===== src/rtl/proc_pkg.sv =====
// Shared constants and types for the 8-bit multicycle processor front end.
package proc_pkg;

  localparam int unsigned ADDR_W = 8;
  localparam int unsigned DATA_W = 8;

  localparam int unsigned OPC_W  = 4;
  localparam int unsigned IMM3_W = 3;
  localparam int unsigned IMM5_W = 5;
  localparam int unsigned IMM4_W = 4;

  localparam int unsigned OPC_LSB  = 0;
  localparam int unsigned IMM3_LSB = 3;
  localparam int unsigned IMM5_LSB = 3;
  localparam int unsigned IMM4_LSB = 4;

  typedef enum logic [1:0] {
    S_IDLE = 2'd0,
    S_REQ  = 2'd1,
    S_HOLD = 2'd2
  } fetch_state_e;

endpackage


===== src/rtl/ir_field_split.sv =====
// Combinational slicing of an instruction word into opcode and immediate fields.
module ir_field_split
  import proc_pkg::*;
(
  input  logic [DATA_W-1:0] ir,
  output logic [OPC_W-1:0]  opcode,
  output logic [IMM3_W-1:0] imm3,
  output logic [IMM5_W-1:0] imm5,
  output logic [IMM4_W-1:0] imm4
);

  assign opcode = ir[OPC_LSB  +: OPC_W];
  assign imm3   = ir[IMM3_LSB +: IMM3_W];
  assign imm5   = ir[IMM5_LSB +: IMM5_W];
  assign imm4   = ir[IMM4_LSB +: IMM4_W];

endmodule


===== src/rtl/instr_fetch_unit.sv =====
// Fetch stage: PC, req/ack instruction-memory read, and the instruction register
// handed to decode with a valid/ready handshake.
module instr_fetch_unit #(
  parameter int unsigned       ADDR_W   = proc_pkg::ADDR_W,
  parameter int unsigned       DATA_W   = proc_pkg::DATA_W,
  parameter logic [ADDR_W-1:0] RESET_PC = '0
) (
  input  logic              clock,
  input  logic              reset_n,
  input  logic              fetch_en,
  input  logic              pc_load,
  input  logic [ADDR_W-1:0] pc_target,
  output logic              mem_req,
  output logic [ADDR_W-1:0] mem_addr,
  input  logic              mem_ack,
  input  logic [DATA_W-1:0] mem_rdata,
  output logic              ir_valid,
  input  logic              ir_ready,
  output logic [DATA_W-1:0] ir,
  output logic [3:0]        opcode,
  output logic [2:0]        imm3,
  output logic [4:0]        imm5,
  output logic [3:0]        imm4,
  output logic [ADDR_W-1:0] pc
);

  proc_pkg::fetch_state_e state_q, state_d;
  logic [ADDR_W-1:0]      pc_q, pc_d;
  logic [DATA_W-1:0]      ir_q, ir_d;
  logic                   ir_valid_q, ir_valid_d;
  logic                   mem_req_q, mem_req_d;

  // Next-state logic; a redirect overrides any fetch progress in the same cycle.
  always_comb begin
    state_d    = state_q;
    pc_d       = pc_q;
    ir_d       = ir_q;
    ir_valid_d = ir_valid_q;

    if (pc_load) begin
      pc_d       = pc_target;
      ir_valid_d = 1'b0;
      if (state_q == proc_pkg::S_IDLE) begin
        state_d = proc_pkg::S_IDLE;
      end else begin
        state_d = fetch_en ? proc_pkg::S_REQ : proc_pkg::S_IDLE;
      end
    end else begin
      case (state_q)
        proc_pkg::S_IDLE: begin
          if (fetch_en) state_d = proc_pkg::S_REQ;
        end
        proc_pkg::S_REQ: begin
          if (mem_ack) begin
            ir_d       = mem_rdata;
            pc_d       = pc_q + ADDR_W'(1);
            ir_valid_d = 1'b1;
            state_d    = proc_pkg::S_HOLD;
          end
        end
        proc_pkg::S_HOLD: begin
          if (ir_ready) begin
            ir_valid_d = 1'b0;
            state_d    = fetch_en ? proc_pkg::S_REQ : proc_pkg::S_IDLE;
          end
        end
        default: state_d = proc_pkg::S_IDLE;
      endcase
    end

    mem_req_d = (state_d == proc_pkg::S_REQ);
  end

  always_ff @(posedge clock or negedge reset_n) begin
    if (!reset_n) begin
      state_q    <= proc_pkg::S_IDLE;
      pc_q       <= RESET_PC;
      ir_q       <= '0;
      ir_valid_q <= 1'b0;
      mem_req_q  <= 1'b0;
    end else begin
      state_q    <= state_d;
      pc_q       <= pc_d;
      ir_q       <= ir_d;
      ir_valid_q <= ir_valid_d;
      mem_req_q  <= mem_req_d;
    end
  end

  assign mem_req  = mem_req_q;
  assign mem_addr = pc_q;
  assign ir_valid = ir_valid_q;
  assign ir       = ir_q;
  assign pc       = pc_q;

  ir_field_split u_ir_field_split (
    .ir     (ir_q),
    .opcode (opcode),
    .imm3   (imm3),
    .imm5   (imm5),
    .imm4   (imm4)
  );

endmodule

===== config.mk =====
export PLATFORM = sky130hd
export DESIGN_NAME = instr_fetch_unit
export DESIGN_NICKNAME = d
export VERILOG_FILES = /design/src/rtl/proc_pkg.sv /design/src/rtl/ir_field_split.sv /design/src/rtl/instr_fetch_unit.sv
export SDC_FILE = /design/constraint.sdc
export NUM_CORES = 1
export LEC_CHECK = 0
export ABC_AREA = 1
export BUFFER_PORTS_ARGS = -buffer_cell sky130_fd_sc_hd__clkbuf_2
export CELL_PAD_IN_SITES_DETAIL_PLACEMENT = 1
export CELL_PAD_IN_SITES_GLOBAL_PLACEMENT = 2
export CORE_ASPECT_RATIO = 1.2
export CORE_MARGIN = 8
export CORE_UTILIZATION = 23
export DETAILED_ROUTE_END_ITERATION = 6
export GPL_TIMING_DRIVEN = 0
export PLACE_DENSITY_LB_ADDON = 0.15
export SYNTH_ARGS = -nofsm -noshare
export SYNTH_HDL_FRONTEND = slang
export SYNTH_SLANG_ARGS = --single-unit

===== constraint.sdc =====
create_clock -name clock -period 1.6 [get_ports clock]
set_clock_uncertainty 0.2 [all_clocks]
set_input_delay 0.4 -clock clock [delete_from_list [all_inputs] [get_ports clock]]
set_output_delay 0.4 -clock clock [all_outputs]
set_load 0.01 [all_outputs]

# Yosys cells after proc, flatten, opt, wreduce, memory -nomap -nowiden
# Cells that the tools add are included.
[word_totals] ff_bits=20 in_bits=22 output_inout_bits=42 elab_cells=33
[op_classes] n_addsub=1 n_eq_ne=5 mux=14 bitwise_logic=1 n_reduce_logical=7
[op_table] operator="8-bit 2-to-1 mux" n=3
[op_table] operator="8-bit by 1-bit adder with 8-bit output, second input constant" n=1
[op_table] operator="2-bit 2-to-1 mux" n=4
[op_table] operator="3-bit inequality test, second input constant" n=2
[op_table] operator="2-bit case mux with 3 select lines" n=1
[op_table] operator="3-bit AND reduction" n=2
[op_table] operator="1-bit 2-to-1 mux" n=5
[op_table] operator="2-bit by 1-bit == test with 1-bit output, second input constant" n=2
[op_table] operator="2-bit nonzero test" n=2
[op_table] operator="3-bit nonzero test" n=1
[op_table] operator="2-bit == test, second input constant" n=1
[op_table] operator="2-bit zero test" n=1
[op_table] operator="1-bit case mux with 2 select lines" n=1
[op_table] operator="2-bit AND reduction" n=1
[op_table] operator="1-bit inverter" n=1

# Logic depth before layout (Yosys ltp)
[depth] depth_word=5 ltp_mapped=7 mapped_depth_nobuf=7

# Hierarchy
# From an unflattened synthesis, not the netlist that was laid out.
[hier_totals] hier_cells=160 area_unflattened_um2=1224.9
[by_module_without_submodules] module="instr_fetch_unit" instances=1 cells_each=144 area_each_um2=1104.8 seq_area_each_um2=500.5
[by_module_without_submodules] module="ir_field_split" instances=1 cells_each=16 area_each_um2=120.1 seq_area_each_um2=0.0

# Worst setup path before layout
# No wires, ideal clock.
[synth_timing] kind="register -> register" from="register pc_q[1] (netlist: mem_addr[1])" to="register pc_q[6] (netlist: mem_addr[6])" setup_time_ns=0.124 arrival_time_ns=1.059 required_ns=1.276 setup_slack_ns=0.217 path_stages_with_launch=7 n_path_buf=0 synth_period_minus_slack_ns=1.383 path_cell_list="dfrtp_1 -> ha_1 -> nand3_1 -> nor2_1 -> nand2_1 -> nand3_1 -> nand3_1"
[synth_via] elab_chain_len=4
[synth_lines] element="start, declared" line_no="instr_fetch_unit.sv:28" source="logic [ADDR_W-1:0] pc_q, pc_d;"
[synth_lines] element="start signal, assigned" line_no="instr_fetch_unit.sv:83" source="pc_q <= pc_d;"
[synth_lines] element="8-bit by 1-bit adder with 8-bit output" line_no="instr_fetch_unit.sv:56" source="pc_d = pc_q + ADDR_W'(1);"
[synth_lines] element="8-bit 2-to-1 mux" line_no="instr_fetch_unit.sv:54" source="if (mem_ack) begin"
[synth_lines] element="8-bit 2-to-1 mux" line_no="instr_fetch_unit.sv:49" source="case (state_q)"
[synth_lines] element="8-bit 2-to-1 mux" line_no="instr_fetch_unit.sv:40" source="if (pc_load) begin"
# No other way between the ends. The select of a mux whose other input is x is not followed.
# A chain may end at the register's enable or synchronous reset.

# Worst setup path in the final report
[layout_timing] from="register pc_q[4] (netlist: mem_addr[4])" to="output port pc[4]"
[layout_lines] element="end, declared" line_no="instr_fetch_unit.sv:24" source="output logic [ADDR_W-1:0] pc"
# No word-level cell between the ends.

==> metrics.md <==
| Metric | Value |
|---|---|
| Die height | 95.0 um |
| Clock latency at the later pin of the worst-skew pair | 250 ps |
| Switching Fraction | 36.3% |
| Core ar. | 5150 um2 |
| Design Area, Final | 1690 um2 |
| Clk slew on worst S/H paths | 80 ps |
| Placed Instance Area | 1590 um2 |
| Seq pwr share | 36.6% |
| CP required | 1000 ps |
| Hold WC Path Type | input port to flop |
| Startpoint Class | flop |
| Pwr/cell area | 1180 nW/um2 |
| CP Max Fanout | 6 |
| Die Area | 7780 um2 |
| Post-Route WL | 3770 um |
| First-pass GRT wire length | 5750 um |
| Arr. time, crit path | 960 ps |
| Placed cell count | 279 |
| Total grt overflow | 0 |
| Pin count of the biggest net entering global routing | 21 |
| Number of synthesized register bits | 20 |
| Gate Count Post-Synth | 154 |
| Clock power frac | 16.7% |
| Total of max-cap violations | 0 |
| Initial DRT Pass Iterations | 4 |
| Area grow syn2layout | 40.8% |
| Most frequent cells in the layout | 63 x clkbuf_2, 57 x nand2_1, 29 x buf_4 |
| CTS buffer count | 3 |
| Setup violators final | 0 |
| Sink Count | 20 |
| Wire per inst | 13.1 um |
| Leak | 1.00 nW |
| Fin. Hold Viols | 0 |
| Final #Nets | 251 |
| Critical path type | flop to output port |
| Fin. max-slew vios | 0 |
| RSZ-0062 raised after global routing | no |
| Netlist cell types | 21 |
| Layout cells sized above 1 | 48.2% |
| Clock Tree Root | clkbuf_8 |
| Post-layout util | 32.7% |
| Commonest non-fill, non-tap cell in the layout | clkbuf_2 |
| Sequential cell area fraction in the yosys report | 41.8% |
| Slew Limit Headroom | 64.8% |
| Fin cells | 288 |
| # DRC | 0 |
| # diodes | 0 |
| Synthesized area per cell | 7.78 um2 |
| Routability cong. | 0.767 |
| Mapped Nets | 177 |
| Status | completed |
| Synthesized cell area | 1200 um2 |
| 1st-iter DRT viols | 35 |
| Initial antenna violation count | 0 |
| CTS Buffer Depth | 2 |
| F_max | 641 MHz |
| Min Hold Slack | 145 ps |
| Rows | 29 |
| Design Power | 2.00 mW |
| Worst vdd ir | 0.284 mV |
| Io pins | 64 |
| Critical Path Sink Type | output port |
| Die width | 81.9 um |
| Gate power share | 46.7% |
| Fin crit period | 1560 ps |
| Initial core utilization | 23.2% |
| Vias in the first global route | 1207 |
| H-tree lvl count | 1 |
| Syn. warnings | 0 |
| Net switching power | 0.725 mW |
| IO buf count | 63 |
| CTS tree | done |
| Via count | 1198 |
| Global-route usage over all layers | 9.44% |
| Vias per inst | 4.16 |
| Int Power | 1.27 mW |
| Post-route ant nets | 0 |
| Final HPWL DP | 3130 um |
| Worst Tran Pin Value | 528 ps |
| Period utilisation layout | 97.5% |
## power by group through the flow
| stage | Clock [mW] | Combinational, mW | Sequential [mW] |
|---|---|---|---|
| after global placement | 0 | 0.899 | 0.741 |
| after CTS | 0.356 | 0.925 | 0.743 |
| after floorplan | 0 | 0.497 | 0.774 |
| after global routing | 0.371 | 1.02 | 0.753 |
| final | 0.332 | 0.932 | 0.730 |
| after detailed placement | 0 | 0.922 | 0.750 |
## flip-flops by register name, summed over array words and instances (netlist names)
| register | flops |
|---|---|
| mem_addr | 8 |
| mem_req | 1 |
| ir_valid | 1 |
| state_q | 2 |
| ir | 8 |
## synth_stat cells
| cell | number | area [um2] |
|---|---|---|
| nor2_1 | 11 | 41.3 |
| o21ai_0 | 4 | 20.0 |
| a31oi_1 | 1 | 6.26 |
| ha_1 | 1 | 12.5 |
| o211ai_2 | 1 | 12.5 |
| buf_6 | 3 | 33.8 |
| nand3_2 | 2 | 20.0 |
| nor2_2 | 1 | 6.26 |
| nand3_1 | 9 | 45.0 |
| nand2_1 | 57 | 214 |
| o211ai_1 | 1 | 7.51 |
| xnor2_1 | 2 | 17.5 |
| inv_1 | 11 | 41.3 |
| buf_4 | 24 | 180 |
| inv_2 | 1 | 3.75 |
| nand2_4 | 1 | 11.3 |
| o22ai_1 | 1 | 6.26 |
| nor3_1 | 1 | 5.00 |
| a21oi_1 | 1 | 5.00 |
| o21bai_1 | 1 | 7.51 |
| dfrtp_1 | 20 | 500 |
## kinds of logic after synthesis
| group | count (synthesis) | share of synthesized area (%) |
|---|---|---|
| fa+ha+maj | 1 | 1.04 |
| simple gates | 82 | 28.6 |
| flops | 20 | 41.8 |
| buf+inv | 39 | 21.6 |
| xor+xnor | 2 | 1.46 |
| compound gates | 10 | 5.43 |
## timing repair
action                     4_1_cts  5_1_grt
hold buffers                     1        0
setup buffers                    0        6
gates cloned                     0        0
resized for setup                3        2
setup endpoints to repair        3        7
hold endpoints to repair        20        0
## area by class of cell
type,count,area (um2)
fill,681,3470
sequential,20,507
multi-input combinational,95,438
timing repair buffer,70,370
buffer,26,206
tap,62,77.6
inverter,12,45.0
clock buffer,3,41.3
## critical path: stages (launching register included)
cell and delay, ps:
dfrtp_2 450, buf_4 140, clkbuf_2 110
## path summary, 6_finish.rpt
path	startpoint	endpoint	slack [ps]	cells past startpoint
max in group asynchronous	reset_n	mem_addr[0]	370	2
min in group asynchronous	reset_n	ir[0]	450	2
setup reg to reg	state_q[1]	mem_addr[2]	160	6
hold reg to reg	ir_valid	ir_valid	300	2
setup / recovery	mem_addr[4]	pc[4]	40	2
hold / removal	mem_rdata[5]	ir[5]	140	3
## per-layer routing
layer	part of all wire, %	vias up	global-route usage, %
met4	0.34	0	2.64
met3	7.4	2	2.36
met1	40	561	10.1
met5	0	-	0
li1	-	599	-
met2	52	36	17.6
## stage by stage
stage	TNS (ps)	setup slack (ps)
3_5_place_dp	-53.8	-23.0
5_1_grt	0	1.49
2_1_floorplan	0	217
3_3_place_gp	-10.0	-10.0
6_report	0	39.3
4_1_cts	-2.68	-2.68
Power figures use the tool's default switching activity.
